$ cat config.mk
export PLATFORM = sky130hd
export DESIGN_NAME = ball_scene_ctrl
export DESIGN_NICKNAME = d
export VERILOG_FILES = /design/src/rtl/ball_scene_ctrl_pkg.sv /design/src/rtl/ball_scene_ctrl_serializer.sv /design/src/rtl/ball_scene_ctrl.sv
export SDC_FILE = /design/constraint.sdc
export NUM_CORES = 1
export LEC_CHECK = 0
export BUFFER_PORTS_ARGS = -buffer_cell sky130_fd_sc_hd__buf_2
export CORE_MARGIN = 2
export CORE_UTILIZATION = 45
export CTS_BUF_LIST = sky130_fd_sc_hd__clkbuf_2
export DETAILED_ROUTE_END_ITERATION = 16
export HOLD_SLACK_MARGIN = 0.03
export PLACE_DENSITY = 0.74
export SLEW_MARGIN = 20
export SYNTH_ARGS = -nofsm -noshare
export SYNTH_HDL_FRONTEND = slang
export SYNTH_HIERARCHICAL = 1
export SYNTH_SLANG_ARGS = --single-unit
$ cat constraint.sdc
create_clock -name clk -period 1.6 [get_ports clk]
set_input_delay 0.32 -clock clk [delete_from_list [all_inputs] [get_ports clk]]
set_output_delay 0.32 -clock clk [all_outputs]
set_load 0.01 [all_outputs]
$ cat src/rtl/ball_scene_ctrl_pkg.sv
// Shared definitions for the bouncing-ball scene controller: FSM encodings,
// frame boundary defaults and the ball-pair <-> pair-index mapping.
package ball_scene_ctrl_pkg;

    localparam logic [1:0] ST_IDLE  = 2'd0;
    localparam logic [1:0] ST_RUN   = 2'd1;
    localparam logic [1:0] ST_PAUSE = 2'd2;
    localparam logic [1:0] ST_STEP  = 2'd3;

    localparam int DEF_FRAME_X = 0;
    localparam int DEF_FRAME_Y = 500;
    localparam int MAX_BALLS   = 8;

    typedef struct packed {
        logic [2:0] a;
        logic [2:0] b;
    } pair_t;

    // Pairs are enumerated (0,1),(0,2)..(0,N-1),(1,2).. so index 0 is lowest.
    function automatic pair_t pair_of(input int nballs, input int p);
        pair_t r;
        int    idx;
        r   = '0;
        idx = 0;
        for (int a = 0; a < MAX_BALLS; a++) begin
            for (int b = 0; b < MAX_BALLS; b++) begin
                if (b > a && b < nballs) begin
                    if (idx == p) begin
                        r.a = 3'(a);
                        r.b = 3'(b);
                    end
                    idx++;
                end
            end
        end
        return r;
    endfunction

    function automatic int pair_index(input int nballs, input int a, input int b);
        int idx;
        int res;
        idx = 0;
        res = 0;
        for (int i = 0; i < MAX_BALLS; i++) begin
            for (int j = 0; j < MAX_BALLS; j++) begin
                if (j > i && j < nballs) begin
                    if (i == a && j == b) res = idx;
                    idx++;
                end
            end
        end
        return res;
    endfunction

endpackage

$ cat src/rtl/ball_scene_ctrl_serializer.sv
// Holds one frame's worth of ball-pair hits and presents them one per clock,
// lowest pair first, on a valid/ready stream with a sticky drop flag.
module ball_evt_serializer
    import ball_scene_ctrl_pkg::*;
#(
    parameter int NBALLS = 4,
    parameter int NPAIRS = NBALLS * (NBALLS - 1) / 2,
    parameter int IW     = $clog2(NBALLS)
) (
    input  logic              clk,
    input  logic              rstn,
    input  logic              load,
    input  logic [NPAIRS-1:0] load_bits,
    input  logic              evt_ready,
    input  logic              clr_ovf,
    output logic              evt_valid,
    output logic [IW-1:0]     evt_a,
    output logic [IW-1:0]     evt_b,
    output logic              evt_ovf
);

    logic [NPAIRS-1:0] pending;
    logic [NPAIRS-1:0] lowest;
    logic [NPAIRS-1:0] remaining;
    logic [NPAIRS-1:0] pending_d;
    int                pick_idx;
    pair_t             pick;

    // NOTE: every signal gets a default at the top of always_comb so no path
    // leaves it unassigned; otherwise synthesis infers a latch.
    always_comb begin
        lowest    = pending & (~pending + NPAIRS'(1));
        remaining = (evt_valid && evt_ready) ? (pending & ~lowest) : pending;
        pending_d = load ? load_bits : remaining;
        pick_idx  = 0;
        for (int p = NPAIRS - 1; p >= 0; p--) begin
            if (pending_d[p]) pick_idx = p;
        end
        pick = pair_of(NBALLS, pick_idx);
    end

    // NOTE: sequential state uses non-blocking assignments so every flop
    // samples the pre-edge values, independent of statement order.
    // NOTE: pending is a handful of flops, not a RAM, so it is reset like any
    // other control register.
    always_ff @(posedge clk or negedge rstn) begin
        if (!rstn) begin
            pending   <= '0;
            evt_valid <= 1'b0;
            evt_a     <= '0;
            evt_b     <= '0;
            evt_ovf   <= 1'b0;
        end else begin
            pending   <= pending_d;
            evt_valid <= |pending_d;
            // Indices only move on accept or reload, so they hold under backpressure.
            if (|pending_d) begin
                evt_a <= IW'(pick.a);
                evt_b <= IW'(pick.b);
            end
            // An event accepted in the loading cycle counts as delivered, not dropped.
            if (load && (|remaining)) begin
                evt_ovf <= 1'b1;
            end else if (clr_ovf) begin
                evt_ovf <= 1'b0;
            end
        end
    end

endmodule

$ cat src/rtl/ball_scene_ctrl.sv
// Frame sequencer and collision arbiter for the bouncing-ball scene: run/pause/
// step FSM, per-frame update strobe, overlap flags and pair-hit event stream.
module ball_scene_ctrl
    import ball_scene_ctrl_pkg::*;
#(
    parameter int  NBALLS  = 4,
    parameter int  FRAME_Y = DEF_FRAME_Y,
    parameter int  FRAME_X = DEF_FRAME_X,
    localparam int IW      = $clog2(NBALLS),
    localparam int NPAIRS  = NBALLS * (NBALLS - 1) / 2
) (
    input  logic              clk,
    input  logic              rstn,
    input  logic [9:0]        CounterX,
    input  logic [8:0]        CounterY,
    input  logic [NBALLS-1:0] inball,
    input  logic              run,
    input  logic              step,
    output logic [NBALLS-1:0] inotherball,
    output logic              update_en,
    output logic              frame_tick,
    output logic [15:0]       frame_count,
    output logic [1:0]        state,
    output logic              evt_valid,
    output logic [IW-1:0]     evt_a,
    output logic [IW-1:0]     evt_b,
    input  logic              evt_ready,
    output logic              evt_ovf,
    input  logic              clr_ovf
);

    localparam logic [9:0] FX = 10'(FRAME_X);
    localparam logic [8:0] FY = 9'(FRAME_Y);

    logic              frame_match;
    logic [1:0]        state_d;
    logic              capture;
    logic [NBALLS-1:0] overlap;
    logic [NPAIRS-1:0] hit_now;
    logic [NPAIRS-1:0] pair_hit;
    logic [NPAIRS-1:0] load_bits;

    assign frame_match = (CounterY == FY) && (CounterX == FX);

    always_ff @(posedge clk or negedge rstn) begin
        if (!rstn) frame_tick <= 1'b0;
        else       frame_tick <= frame_match;
    end

    // run always wins over step; STEP falls back to PAUSE once its frame is done.
    always_comb begin
        state_d = state;
        case (state)
            ST_IDLE:  if (run) state_d = ST_RUN;
            ST_RUN:   if (!run) state_d = ST_PAUSE;
            ST_PAUSE: begin
                if (run)       state_d = ST_RUN;
                else if (step) state_d = ST_STEP;
            end
            ST_STEP: begin
                if (run)             state_d = ST_RUN;
                else if (frame_tick) state_d = ST_PAUSE;
            end
            default:  state_d = ST_IDLE;
        endcase
    end

    always_ff @(posedge clk or negedge rstn) begin
        if (!rstn) state <= ST_IDLE;
        else       state <= state_d;
    end

    assign capture   = (state == ST_RUN) || (state == ST_STEP);
    assign update_en = frame_tick && capture;

    always_ff @(posedge clk or negedge rstn) begin
        if (!rstn)          frame_count <= '0;
        else if (update_en) frame_count <= frame_count + 16'd1;
    end

    for (genvar i = 0; i < NBALLS; i++) begin : g_overlap
        assign overlap[i] = inball[i] & (|(inball & ~(NBALLS'(1) << i)));
    end

    always_ff @(posedge clk or negedge rstn) begin
        if (!rstn) inotherball <= '0;
        else       inotherball <= overlap;
    end

    for (genvar a = 0; a < NBALLS; a++) begin : g_a
        for (genvar b = a + 1; b < NBALLS; b++) begin : g_b
            assign hit_now[pair_index(NBALLS, a, b)] = inball[a] & inball[b];
        end
    end

    // Hits accumulate only while animating; a held scene never queues events.
    always_ff @(posedge clk or negedge rstn) begin
        if (!rstn)                        pair_hit <= '0;
        else if (!capture || frame_tick)  pair_hit <= '0;
        else                              pair_hit <= pair_hit | hit_now;
    end

    // The boundary cycle's own overlap belongs to the frame being closed.
    assign load_bits = capture ? (pair_hit | hit_now) : '0;

    ball_evt_serializer #(
        .NBALLS (NBALLS),
        .NPAIRS (NPAIRS),
        .IW     (IW)
    ) u_evt (
        .clk       (clk),
        .rstn      (rstn),
        .load      (frame_tick),
        .load_bits (load_bits),
        .evt_ready (evt_ready),
        .clr_ovf   (clr_ovf),
        .evt_valid (evt_valid),
        .evt_a     (evt_a),
        .evt_b     (evt_b),
        .evt_ovf   (evt_ovf)
    );

endmodule

### Word-level counts from Yosys, hierarchy flattened

Cells that the tools add are included.

| operators by class | value |
|---|---|
| add/subtract/negate cells | 2 |
| equal/unequal tests | 13 |
| mux-type cells | 25 |
| bitwise operators | 15 |
| reductions and logical operators | 18 |

Operators with widths:

| operator | number |
|---|---|
| $mux 32 | 5 |
| $eq 3x32->1 const A | 2 |
| $eq 4x32->1 const A | 2 |
| $eq 2x32->1 const A | 1 |
| $logic_not 32->1 | 1 |
| $mux 6 | 4 |
| $add 16x1->16 const B | 1 |
| $mux 2 | 8 |
| $and 6x6->6 | 2 |
| $not 6->6 | 2 |
| $reduce_or 3->1 | 4 |
| $reduce_or 6->1 | 2 |
| $and 1x1->1 | 10 |
| $logic_not 10->1 | 1 |
| $eq 9x9->1 const B | 1 |
| $mux 4 | 2 |
| $pmux 2 s4 | 1 |
| $add 6x1->6 const B | 1 |
| $ne 3x3->1 const B | 2 |
| $or 6x6->6 | 1 |
| $mux 5 | 1 |
| $eq 2x2->1 const B | 2 |
| $logic_and 1x1->1 | 4 |
| $ne 2x2->1 const B | 2 |
| 8 further kinds | 11 |

| storage, ports and cells | value |
|---|---|
| flip-flop bits (word level) | 41 |
| input port bits | 29 |
| output and inout bits | 30 |
| logic and storage cells | 83 |

### Longest topological paths before layout

| logic depth | value |
|---|---|
| word-level depth | 20 |
| gate-level depth with buffers | 7 |
| mapped depth without buffers | 7 |

### Cells and area by module

Netlist, hierarchy kept.

By module, submodules not included:

| module | times used | cells an instance | area each (µm²) | seq. area each (µm²) |
|---|---|---|---|---|
| ball_scene_ctrl | 1 | 104 | 1260.0 | 725.7 |
| ball_evt_serializer | 1 | 82 | 733.2 | 300.3 |

### Worst setup path after synthesis

OpenSTA, ideal clock, no wires.

| timing path | value |
|---|---|
| path kind | reg2reg |
| start | register state[0] |
| end | register u_evt.evt_a[0] |
| library setup time | 0.075 ns |
| arrival | 1.588 ns |
| required time | 1.525 ns |
| setup slack | -0.063 ns |
| cell stages (with the launch flop) | 7 |
| path buffers | 1 |
| clock period less this slack | 1.663 ns |
| cells stage by stage | dfrtp_1 buf_2 nor2b_1 o31ai_1 o211ai_1 or3_4 o2bb2ai_2 |

| on the way | value |
|---|---|
| elaborated cells between the ends (all ways) | 18 |
| classes of those cells | eq/ne (5); mux (11); reduce/logical (2) |

RTL lines:

| what | RTL line | RTL |
|---|---|---|
| start: declaration | ball_scene_ctrl.sv:23 | `output logic [1:0] state,` |
| start signal: assignment | ball_scene_ctrl.sv:70 | `else state <= state_d;` |
| $eq 2x1->1 or $eq 2x2->1 (tied branches) | ball_scene_ctrl.sv:73 | `assign capture = (state == ST_RUN) \|\| (state == ST_STEP);` |
| $logic_or 1x1->1 * | ball_scene_ctrl.sv:73 |  |
| $mux 6 * | ball_scene_ctrl.sv:104 | `assign load_bits = capture ? (pair_hit \| hit_now) : '0;` |
| net load_bits[3] | ball_scene_ctrl.sv:41 | `logic [NPAIRS-1:0] load_bits;` |
| $mux 6 * | ball_scene_ctrl_serializer.sv:34 | `pending_d = load ? load_bits : remaining;` |
| $mux 32 (4 in series) | ball_scene_ctrl_serializer.sv:37 | `if (pending_d[p]) pick_idx = p;` |
| $eq 3x32->1 | ball_scene_ctrl_pkg.sv:28 | `if (idx == p) begin` |
| $mux 4 (2 in series) | ball_scene_ctrl_pkg.sv:28 |  |
| $mux 5 | ball_scene_ctrl_pkg.sv:28 |  |
| end signal: assignment | ball_scene_ctrl_serializer.sv:58 | `evt_a <= IW'(pick.a);` |
| end: declaration | ball_scene_ctrl_serializer.sv:17 | `output logic [IW-1:0] evt_a,` |

The timed path passes the listed nets; every way through them passes the cells marked *.
A chain may end at the register's enable or synchronous reset.

### Worst setup path after layout

| timing path | value |
|---|---|
| start | register u_evt.pending[0] |
| end | register u_evt.evt_a[1] |

| on the way | value |
|---|---|
| word-level cells in the longest chain between the ends | 15 |
| elaborated cells between the ends (all ways) | 16 |
| classes of those cells | add/sub (1); eq/ne (1); mux (9); bitwise (4); reduce/logical (1) |

RTL lines:

| what | RTL line | RTL |
|---|---|---|
| start: declaration | ball_scene_ctrl_serializer.sv:22 | `logic [NPAIRS-1:0] pending;` |
| start signal: assignment | ball_scene_ctrl_serializer.sv:54 | `pending <= pending_d;` |
| $not 6->6 | ball_scene_ctrl_serializer.sv:32 | `lowest = pending & (~pending + NPAIRS'(1));` |
| $add 6x1->6 | ball_scene_ctrl_serializer.sv:32 |  |
| $and 6x6->6 | ball_scene_ctrl_serializer.sv:32 |  |
| $not 6->6 | ball_scene_ctrl_serializer.sv:33 | `remaining = (evt_valid && evt_ready) ? (pending & ~lowest) : pending;` |
| $and 6x6->6 | ball_scene_ctrl_serializer.sv:33 |  |
| $mux 6 * | ball_scene_ctrl_serializer.sv:33 |  |
| $mux 6 * | ball_scene_ctrl_serializer.sv:34 |  |
| $mux 3 | ball_scene_ctrl_serializer.sv:37 |  |
| $mux 32 (5 in series) | ball_scene_ctrl_serializer.sv:37 |  |
| $eq 4x32->1 | ball_scene_ctrl_pkg.sv:28 |  |
| $mux 5 | ball_scene_ctrl_pkg.sv:28 |  |

Mark *: on every way between the ends. The rest lies on a longest branch, timed or not.

==> results by group <==
Run status
  • Status: finished with violations
  • Failing checks: setup timing

Synth
  • Post-synth ARST share: 100%
  • Post-synth top area share: 51.5%
  • Mapped Cells: 186
  • Synth Register Bits: 41
  • Synth cell types: 46
  • Post-synth EDFFs: 0
  • Count of warnings emitted by yosys: 6
  • Synth area leader: dfrtp_1
  • Post-Syn Nets: 216
  • Ranking of synthesized cells by area: dfrtp_1, xnor2_1, nand2_1
  • Top-count cell post-synth: dfrtp_1
  • Synth Flop Type: dfrtp_1
  • Post-synthesis sequential area ratio: 51.5%
  • Synth top cells by count: dfrtp_1, nand2_1, xnor2_1, nor2_1, o21ai_0
  • Mean post-synth cell area: 10.7 sq um
  • Synth Cell Area: 1990 sq um

Worst setup path
  • Critical Path Start Type: register
  • Arr. time, crit path: 2.00 ns
  • Critical Path Fanout Max: 4
  • Worst Setup End Kind: register
  • Worst R2R Path Depth: 5
  • R2r setup slk: -0.10 ns
  • Critical path required time: 1.90 ns
  • WS Path Type: register to register

Timing
  • Fin. max-slew vios: 0
  • Final worst path period need: 1.70 ns
  • F_max: 0.587 GHz
  • Fin crit share: 107%
  • # setup viols final: 3
  • Post-route setup slack: -0.104 ns
  • Clock skew: 0.0157 ns
  • RSZ-0062 raised after global routing: yes
  • Actual slew at the worst max-slew pin: 0.459 ns
  • Final Hold Vio Count: 0
  • Rel. slew slack: 69.4%

CTS
  • Root Buffer: clkbuf_2
  • Inserted Clock Buffers: 5
  • H-tree depth: 2
  • Worst skew pair latency: 0.40 ns
  • Clock-pin slew on the worst setup and hold paths: 0.19 ns
  • Clk sinks: 41
  • CTS tree: built
  • Clock Path Buffers: 2

Floorplanning
  • Num ports: 59
  • Area of the die: 4980 sq um
  • Site Rows: 24
  • Core area: 4320 sq um
  • Die W: 70.6 microns
  • Chip height: 70.6 microns
  • Initial Util: 46.1%

Job
  • # Max-Cap Violations: 0

Global routing
  • Initial antenna violation count: 0
  • Largest net degree at the start of global routing: 24
  • First-pass GRT wire length: 7750 microns
  • Total grt overflow: 0
  • Number of global-route vias before repair: 1,738
  • Gr usage total: 19.4%

Placement
  • Placer Congestion: 0.925
  • Placed cell count: 313
  • Placed wire-length estimate: 3310 microns
  • Worst slack at placement: -0.0819 ns
  • I/O Buffers: 58

Worst hold path
  • Hold Crit Class: input pin to register
  • Worst hold stages: 3

Drt
  • First-pass iteration count of the detailed router: 4
  • Routed Antenna Nets: 0
  • Routed via count: 1,770
  • Drt wl/cell: 14.4 microns
  • # DRC: 0
  • DR iter-0 viols: 102
  • DR vias/cell: 5.36
  • WL final: 4740 microns

Finish
  • NumNets Final: 307
  • Ant diodes: 0
  • Finished Layout Cells: 330
  • Area growth syn-to-layout: 40.2%
  • Layout cells sized above 1: 47.8%

Pwr
  • Worst VDD drop: 0.000407 V
  • Leakage: 1.38 nW
  • PwrDens: 669 nW/um^2
## cells by family (layout without fill, tap and decap cells)
family | after synthesis | count (layout) | share of synthesized area, %
fa+ha+maj | 3 | 3 | 1.63
simple gates | 72 | 72 | 22.8
compound gates | 40 | 40 | 13.7
mux | 2 | 2 | 1.07
buf+inv | 13 | 105 | 2.70
flops | 41 | 41 | 51.5
xor+xnor | 15 | 15 | 6.59
## metal layers
metal | part of all wire, % | track usage (%)
met3 | 5.2 | 5.13
met4 | 1.0 | 6.29
met2 | 52 | 32.7
met1 | 42 | 24.5
met5 | 0 | 0
## layout by cell type, fill, tap and decap left out, types with 4 or more instances in the layout
master and count:
o31a_1 4, xor2_1 4, nor2b_1 4, inv_1 6, a21oi_1 6, dfrtp_2 4
buf_2 57, clkbuf_2 5, o21ai_0 8, nand2_1 15, and2b_2 6, dfrtp_1 37
xnor2_1 11, a21oi_2 4, buf_4 25, nor2_1 10, dlygate4sd3_1 4, nand4_1 4
nand3_1 6
## path summary, 6_finish.rpt
| kind | startpoint | endpoint |
|---|---|---|
| max | u_evt/pending[0] | u_evt/evt_a[1] |
| min | clr_ovf | u_evt/evt_ovf |
| max reg2reg | u_evt/pending[0] | u_evt/evt_a[1] |
| min reg2reg | frame_count[15] | frame_count[15] |
| max in group asynchronous | rstn | pair_hit[1] |
| min in group asynchronous | rstn | frame_count[4] |
## metrics by stage
| stage | setup TNS (ns) | instance area [sq um] | power (mW) | hold WS [ns] | utilization (%) |
|---|---|---|---|---|---|
| after floorplan | -0.0269 | 2000 | 1.17 | 0.0244 | - |
| final | -0.189 | 2790 | 1.87 | 0.202 | 64.6 |
| after global routing | -0.513 | 2790 | 1.96 | 0.187 | 64.6 |
| after CTS | -0.0763 | 2640 | 1.87 | 0.0337 | 61.1 |
| after global placement | -0.185 | 2510 | 1.27 | 0.292 | 58.0 |
| after detailed placement | -0.170 | 2510 | 1.27 | 0.294 | 58.0 |
## flip-flops by register name (all words and copies together), names as in the netlist, 2 cells and up
| signal | flops |
|---|---|
| state | 2 |
| frame_count | 16 |
| u_evt/pending | 6 |
| u_evt/evt_a | 2 |
| inotherball | 4 |
| pair_hit | 6 |
| u_evt/evt_b | 2 |
## repair_timing
item,4_1_cts,5_1_grt
resized for setup,9,24
gates cloned,0,0
pin swaps,3,8
endpoints found under the hold margin,18,2
hold buffers,1,3
endpoints found under the setup margin,4,14
buffers inserted,2,3
## worst max-delay path: stages, from the launching register on
cell and delay (ns):
dfrtp_1 0.42, nand4bb_4 0.28, or2_2 0.35, a211oi_2 0.26
o211ai_1 0.12, nor4b_2 0.18
## layout make-up
type / count / area, sq um
Fill cell: 353 / 1530
Multi-Input combinational cell: 132 / 1040
Sequential cell: 41 / 1030
Timing Repair Buffer: 90 / 567
Tap cell: 52 / 65.1
Clock inverter: 3 / 41.3
Inverter: 7 / 28.8
Clock buffer: 5 / 25.0
## where the power goes
group | leakage [nW] | switching (mW) | internal (mW)
logic | 0.816 | 0.0944 | 0.0995
clock network | 0.0366 | 0.336 | 0.258
registers | 0.530 | 0.0140 | 1.07
No activity file was read; power rests on OpenSTA's default activity.
